[config.mk]
export PLATFORM = sky130hd
export DESIGN_NAME = camera_input_poller
export DESIGN_NICKNAME = d
export VERILOG_FILES = /design/src/rtl/camera_poll_pkg.sv /design/src/rtl/camera_poll_fifo.sv /design/src/rtl/camera_input_poller.sv
export SDC_FILE = /design/constraint.sdc
export NUM_CORES = 1
export LEC_CHECK = 0
export ABC_AREA = 1
export CAP_MARGIN = 20
export CORE_MARGIN = 2
export CORE_UTILIZATION = 25
export DETAILED_ROUTE_END_ITERATION = 16
export HOLD_SLACK_MARGIN = 0.08
export RECOVER_POWER = 50
export SETUP_SLACK_MARGIN = 0.15
export SLEW_MARGIN = 20
export SYNTH_ARGS = -nofsm -noshare
export SYNTH_HDL_FRONTEND = slang
export SYNTH_SLANG_ARGS = --single-unit
[constraint.sdc]
create_clock -name clk -period 3.4 [get_ports clk]
set_input_delay 1.02 -clock clk [delete_from_list [all_inputs] [get_ports clk]]
set_output_delay 1.02 -clock clk [all_outputs]
set_load 0.005 [all_outputs]
[src/rtl/camera_poll_pkg.sv]
// camera_poll_pkg
//   Shared definitions for the camera input poller slice:
//   - poll_state_t : poller FSM state encoding (IDLE, REQ, WAIT)
//   - CAM_PIO_ADDR : word address of the camera PIO data register
//   - AVM_DATA_W   : width of the Avalon-MM readdata bus
package camera_poll_pkg;

    typedef enum logic [1:0] {
        IDLE,
        REQ,
        WAIT
    } poll_state_t;

    localparam logic [1:0]  CAM_PIO_ADDR = 2'd0;
    localparam int unsigned AVM_DATA_W   = 32;

endpackage

[src/rtl/camera_poll_fifo.sv]
// camera_poll_fifo
//   Synchronous show-ahead FIFO. The head entry is visible on pop_data
//   whenever the FIFO is not empty; a pop exposes the next entry on the
//   following cycle. A push into a full FIFO is accepted only when a pop
//   happens in the same cycle.
// Ports:
//   clk, reset_n      clock, asynchronous active-low reset
//   push, push_data   write request and data
//   pop               read request (ignored while empty)
//   pop_data          head of the FIFO (0 while empty)
//   full, empty       occupancy flags, derived from the registered level
//   level             current occupancy, 0..DEPTH
// Parameters:
//   WIDTH  entry width
//   DEPTH  number of entries (power of 2, at least 2)
module camera_poll_fifo #(
    parameter int unsigned WIDTH = 12,
    parameter int unsigned DEPTH = 8
) (
    input  logic                       clk,
    input  logic                       reset_n,
    input  logic                       push,
    input  logic [WIDTH-1:0]           push_data,
    input  logic                       pop,
    output logic [WIDTH-1:0]           pop_data,
    output logic                       full,
    output logic                       empty,
    output logic [$clog2(DEPTH):0]     level
);

    localparam int unsigned AW = $clog2(DEPTH);
    localparam int unsigned LW = $clog2(DEPTH) + 1;

    logic [WIDTH-1:0] mem [DEPTH];
    logic [AW-1:0]    wr_ptr;
    logic [AW-1:0]    rd_ptr;
    logic             do_push;
    logic             do_pop;

    assign full  = (level == LW'(DEPTH));
    assign empty = (level == '0);

    assign do_pop  = pop && !empty;
    // A full FIFO still takes a push when the head leaves in the same cycle.
    assign do_push = push && (!full || do_pop);

    always_ff @(posedge clk or negedge reset_n) begin
        if (!reset_n) begin
            wr_ptr <= '0;
            rd_ptr <= '0;
            level  <= '0;
        end else begin
            if (do_push) wr_ptr <= wr_ptr + 1'b1;
            if (do_pop)  rd_ptr <= rd_ptr + 1'b1;
            case ({do_push, do_pop})
                2'b10:   level <= level + 1'b1;
                2'b01:   level <= level - 1'b1;
                default: level <= level;
            endcase
        end
    end

    always_ff @(posedge clk) begin
        if (do_push) mem[wr_ptr] <= push_data;
    end

    // Gated so the output reads 0 after reset instead of stale storage.
    assign pop_data = empty ? '0 : mem[rd_ptr];

endmodule

[src/rtl/camera_input_poller.sv]
// camera_input_poller
//   Avalon-MM read initiator that periodically polls the camera input PIO
//   (register 0) and turns the polled values into a buffered valid/ready
//   sample stream.
// Ports:
//   clk, reset_n       clock, asynchronous active-low reset
//   enable             polling allowed while high
//   clear_ovf          one-cycle pulse clearing overflow
//   avm_address        always CAM_PIO_ADDR
//   avm_read           read request, driven from the registered REQ state
//   avm_waitrequest    slave stall
//   avm_readdata       slave read data; only [DATA_WIDTH-1:0] is used
//   sample_data        FIFO head (show-ahead)
//   sample_valid       FIFO not empty
//   sample_ready       consumer accepts the head sample
//   fifo_level         FIFO occupancy
//   overflow           sticky, set when a sample is dropped on a full FIFO
// Configuration:
//   CAMERA_POLL_CHANGE_ONLY_EN - when defined, a captured value is pushed only
//   if it differs from the previously captured value.
module camera_input_poller
    import camera_poll_pkg::*;
#(
    parameter int unsigned DATA_WIDTH   = 12,
    parameter int unsigned POLL_DIV     = 16,
    parameter int unsigned READ_LATENCY = 1,
    parameter int unsigned FIFO_DEPTH   = 8
) (
    input  logic                          clk,
    input  logic                          reset_n,
    input  logic                          enable,
    input  logic                          clear_ovf,
    output logic [1:0]                    avm_address,
    output logic                          avm_read,
    input  logic                          avm_waitrequest,
    input  logic [AVM_DATA_W-1:0]         avm_readdata,
    output logic [DATA_WIDTH-1:0]         sample_data,
    output logic                          sample_valid,
    input  logic                          sample_ready,
    output logic [$clog2(FIFO_DEPTH):0]   fifo_level,
    output logic                          overflow
);

    localparam int unsigned PCNT_W = $clog2(POLL_DIV + 1);
    localparam int unsigned LAT_W  = $clog2(READ_LATENCY + 1);

    poll_state_t        state;
    poll_state_t        state_nxt;
    logic [PCNT_W-1:0]  poll_cnt;
    logic [PCNT_W-1:0]  poll_cnt_nxt;
    logic [LAT_W-1:0]   lat_cnt;
    logic [LAT_W-1:0]   lat_cnt_nxt;
    logic               capture;

    logic [DATA_WIDTH-1:0] cap_data;
    logic                  push_req;
    logic                  pop;
    logic                  fifo_full;
    logic                  fifo_empty;
    logic                  drop;
    logic                  unused_readdata_hi;

    assign cap_data           = avm_readdata[DATA_WIDTH-1:0];
    assign unused_readdata_hi = ^avm_readdata[AVM_DATA_W-1:DATA_WIDTH];

    // ------------------------------------------------------------------
    // Poll FSM
    // ------------------------------------------------------------------
    always_ff @(posedge clk or negedge reset_n) begin
        if (!reset_n) begin
            state    <= IDLE;
            poll_cnt <= '0;
            lat_cnt  <= '0;
        end else begin
            state    <= state_nxt;
            poll_cnt <= poll_cnt_nxt;
            lat_cnt  <= lat_cnt_nxt;
        end
    end

    always_comb begin
        state_nxt    = state;
        poll_cnt_nxt = poll_cnt;
        lat_cnt_nxt  = lat_cnt;
        capture      = 1'b0;
        case (state)
            IDLE: begin
                if (!enable) begin
                    poll_cnt_nxt = '0;
                end else if (poll_cnt == PCNT_W'(POLL_DIV - 1)) begin
                    poll_cnt_nxt = '0;
                    state_nxt    = REQ;
                end else begin
                    poll_cnt_nxt = poll_cnt + 1'b1;
                end
            end
            // A started read always completes, even if enable drops.
            REQ: begin
                if (!avm_waitrequest) begin
                    state_nxt   = WAIT;
                    lat_cnt_nxt = '0;
                end
            end
            WAIT: begin
                if (lat_cnt == LAT_W'(READ_LATENCY - 1)) begin
                    capture     = 1'b1;
                    lat_cnt_nxt = '0;
                    state_nxt   = IDLE;
                end else begin
                    lat_cnt_nxt = lat_cnt + 1'b1;
                end
            end
            default: begin
                state_nxt = IDLE;
            end
        endcase
    end

    assign avm_read    = (state == REQ);
    assign avm_address = CAM_PIO_ADDR;

    // ------------------------------------------------------------------
    // Push qualification
    // ------------------------------------------------------------------
`ifdef CAMERA_POLL_CHANGE_ONLY_EN
    logic [DATA_WIDTH-1:0] last_val;

    // Tracks every capture, including ones dropped on a full FIFO.
    always_ff @(posedge clk or negedge reset_n) begin
        if (!reset_n) begin
            last_val <= '0;
        end else if (capture) begin
            last_val <= cap_data;
        end
    end

    assign push_req = capture && (cap_data != last_val);
`else
    assign push_req = capture;
`endif

    // ------------------------------------------------------------------
    // Sample buffer and overflow flag
    // ------------------------------------------------------------------
    assign pop          = sample_valid && sample_ready;
    assign sample_valid = !fifo_empty;
    assign drop         = push_req && fifo_full && !pop;

    camera_poll_fifo #(
        .WIDTH (DATA_WIDTH),
        .DEPTH (FIFO_DEPTH)
    ) u_fifo (
        .clk       (clk),
        .reset_n   (reset_n),
        .push      (push_req),
        .push_data (cap_data),
        .pop       (pop),
        .pop_data  (sample_data),
        .full      (fifo_full),
        .empty     (fifo_empty),
        .level     (fifo_level)
    );

    // A new drop wins over a simultaneous clear.
    always_ff @(posedge clk or negedge reset_n) begin
        if (!reset_n) begin
            overflow <= 1'b0;
        end else if (drop) begin
            overflow <= 1'b1;
        end else if (clear_ovf) begin
            overflow <= 1'b0;
        end
    end

endmodule

==> flow_summary.toml <==
[die]
ios = 59
coreArea_um2 = 18700
die-width_um = 142
die_height_um = 142
initial_core_util_pct = 25.4
die-area_um2 = 20100
rows = 50

[yosys]
ys_types = 25
yosys_warnings = 0
synth.most_common_cell = "nor2_1"
synth_edf_count = 96
synth_ff_type = "edfxtp_1"
netlist_instances = 409
synth_commonest_cells = "100 x nor2_1, 96 x edfxtp_1, 48 x nand2_1, 46 x o21ai_0, 18 x dfrtp_1"
synthArstFlopShare_pct = 15.8
synth.largest_area_cell = "edfxtp_1"
syn_avg_cell_area_um2 = 11.6
yosys.area.top_type_share_pct = 60.6
synth_area_leaders = "edfxtp_1 61%, dfrtp_1 9.5%, nor2_1 7.9%, o21ai_0 4.8%, nand2_1 3.8%"
yosysSeqAreaShare_pct = 70.1
ys_ff_latch = 114
synth_area_um2 = 4750

[routing]
drtAntennaViolNets = 0
first_iter_violations = 157
first_pass_iters = 6
detail_route.vias_per_cell = 4.46
wl_mm = 10.3
avgRoutedWirePerCell_um = 14.5
vias = 3165
drc = 0

[clock_network]
cts_buffers = 17
clock_sinks = 114
worstSkewPairLatency_ns = 0.40
tritoncts = "built"
cts.htree.levels = 4
cts_root_buf = "clkbuf_16"
clk_pin_slew_ns = 0.05
cts_buffer_depth = 2

[timing]
timing.setup.tns_ns = 0
hold_violations = 0
min_period_ns = 3.13
rsz0062_at_grt = "yes"
drv_slew = 0
finClkSkew_ns = 0.00955
relSlewSlack_pct = 41.7
min_period_over_period_pct = 91.9
worst_pin_slew_ns = 0.871
final-setup-viol-count = 0
fmax_mhz = 320

[critical_path]
cp-end-kind = "output port"
critical_path.cell_chain = "buf_4, inv_2, buf_4, o21ai_0, o22ai_1, nor2_1, nor2_1, clkdlybuf4s50_1"
worst-path-buf-inv = 4
r2r-start = "u_fifo.level[0]"
path_class = "reg -> out"
critical_path.max_fanout = 15
cpPeakStageDelay_ns = 0.53
critPathTopFamily = "buffers and inverters"
worstPathRequired_ns = 2.38
cp-startpoint = "u_fifo.rd_ptr[1]"
worstPathArrival_ns = 2.11
cp_slowest_cell = "clkdlybuf4s50_1"
startpoint_type = "flip-flop"

[layout]
n_antenna_cell = 0
multi_input_area_um2 = 1230
drive_gt1_share_pct = 10.7
num-fill-cells = 1816
area.sequential_um2 = 3330
final_nets = 508
area_growth_pct = 27.6
fin_area_um2 = 6070

[global_route]
antenna_found_initial = 1
overflow = 0
grt_pass1_vias = 3165
grt_max_degree = 33
grtUsageTotal_pct = 10.8
grt_pass1_wl_mm = 16.4

[power_and_ir_drop]
peakVddDrop_mv = 0.423
leakagePower_uw = 0.00228
p_per_area_nw_per_um2 = 822

[place]
portBuffers = 36
place.gp.congestion = 0.716
dp_hpwl_mm = 6.29
placed_area_um2 = 5430

[run_status]
status = "completed"

[min_path]
min-delay-start = "state[1]"
hp-class = "reg -> reg"

[flow_run]
cap_violations = 0
cells by family after synthesis:
logic type,synth area share (%)
flops,70.1
other cells,0.0789
fa+ha+maj,1.58
buf+inv,4.24
simple gates,12.9
xor+xnor,1.29
compound gates,9.84
where the power goes:
group / switching, uW / total (uW) / internal [uW]
Sequential: 63.8 / 1630 / 1570
Clock: 584 / 1720 / 1140
Combinational: 874 / 1630 / 761
path summary, 6_finish.rpt:
| kind | endpoint | slack, ns | cells after the start |
|---|---|---|---|
| max | sample_data[9] | 0.27 | 8 |
| min | state[1] | 0.45 | 1 |
| max reg2reg | u_fifo.level[2] | 1.06 | 13 |
| min reg2reg | state[1] | 0.45 | 1 |
| max in group asynchronous | u_fifo.rd_ptr[0] | 1.62 | 1 |
| min in group asynchronous | state[0] | 1.18 | 1 |
timing repair:
item | 4_1_cts | 5_1_grt
pin swaps | 0 | 2
buffers inserted | 0 | 0
hold buffers | 0 | 0
gates cloned | 0 | 1
endpoints found under the setup margin | 3 | 12
gates resized for setup | 3 | 10
cells in the final DEF, fill, tap and decap left out, types with 4 or more instances in the layout:
cell type and count:
edfxtp_1 96, o22ai_1 13, nand2_1 48, clkbuf_16 18, buf_4 16, xor2_1 4
dfrtp_1 17, nand3_1 9, dlygate4sd3_1 16, o21ai_0 46, dlymetal6s2s_1 5, inv_1 16
clkdlybuf4s50_1 15, ha_1 6, nor2_1 99, o211ai_1 12, o21ai_1 8
state kept, by name, summed over array words and instances (netlist names):
| register | cells |
|---|---|
| overflow | 1 |
| poll_cnt | 5 |
| state | 2 |
| u_fifo.level | 4 |
| u_fifo.mem | 96 |
| u_fifo.rd_ptr | 3 |
| u_fifo.wr_ptr | 3 |
cell type report:
cell class / instances / area share, %
Multi-Input combinational cell: 257 / 20.2
Sequential cell: 114 / 54.9
Inverter: 18 / 1.20
Tap cell: 234 / 4.82
Clock inverter: 11 / 2.31
Timing Repair Buffer: 56 / 9.38
Clock buffer: 19 / 7.13
routing by layer:
metal | vias to the layer above | part of all wire (%) | GRT usage, %
met5 | - | 0.16 | 0
met4 | 2 | 0.83 | 4.47
met3 | 10 | 3.0 | 3.10
met2 | 61 | 51 | 18.2
met1 | 1558 | 45 | 13.1
li1 | 1534 | - | -
metrics by stage:
step	instances	hold slack, ns	util, %	worst slack [ns]	power [uW]
after floorplan	410	0.432	-	0.963	2600
after global placement	678	0.444	29.0	0.474	3230
after detailed placement	678	0.450	29.0	0.423	3270
final	709	0.452	32.4	0.274	4990
after global routing	709	0.473	32.4	0.0846	5300
after CTS	708	0.456	32.2	0.172	5010
worst reg2reg max path: cells and delay by family (launching register included):
family	cells	cell delay, ns
fa+ha+maj	2	0.44
compound gates	2	0.19
simple gates	5	0.63
buf+inv	3	0.41
flops	1	0.43
xor+xnor	1	0.16
Note: power is estimated with default switching activity, not from simulation.
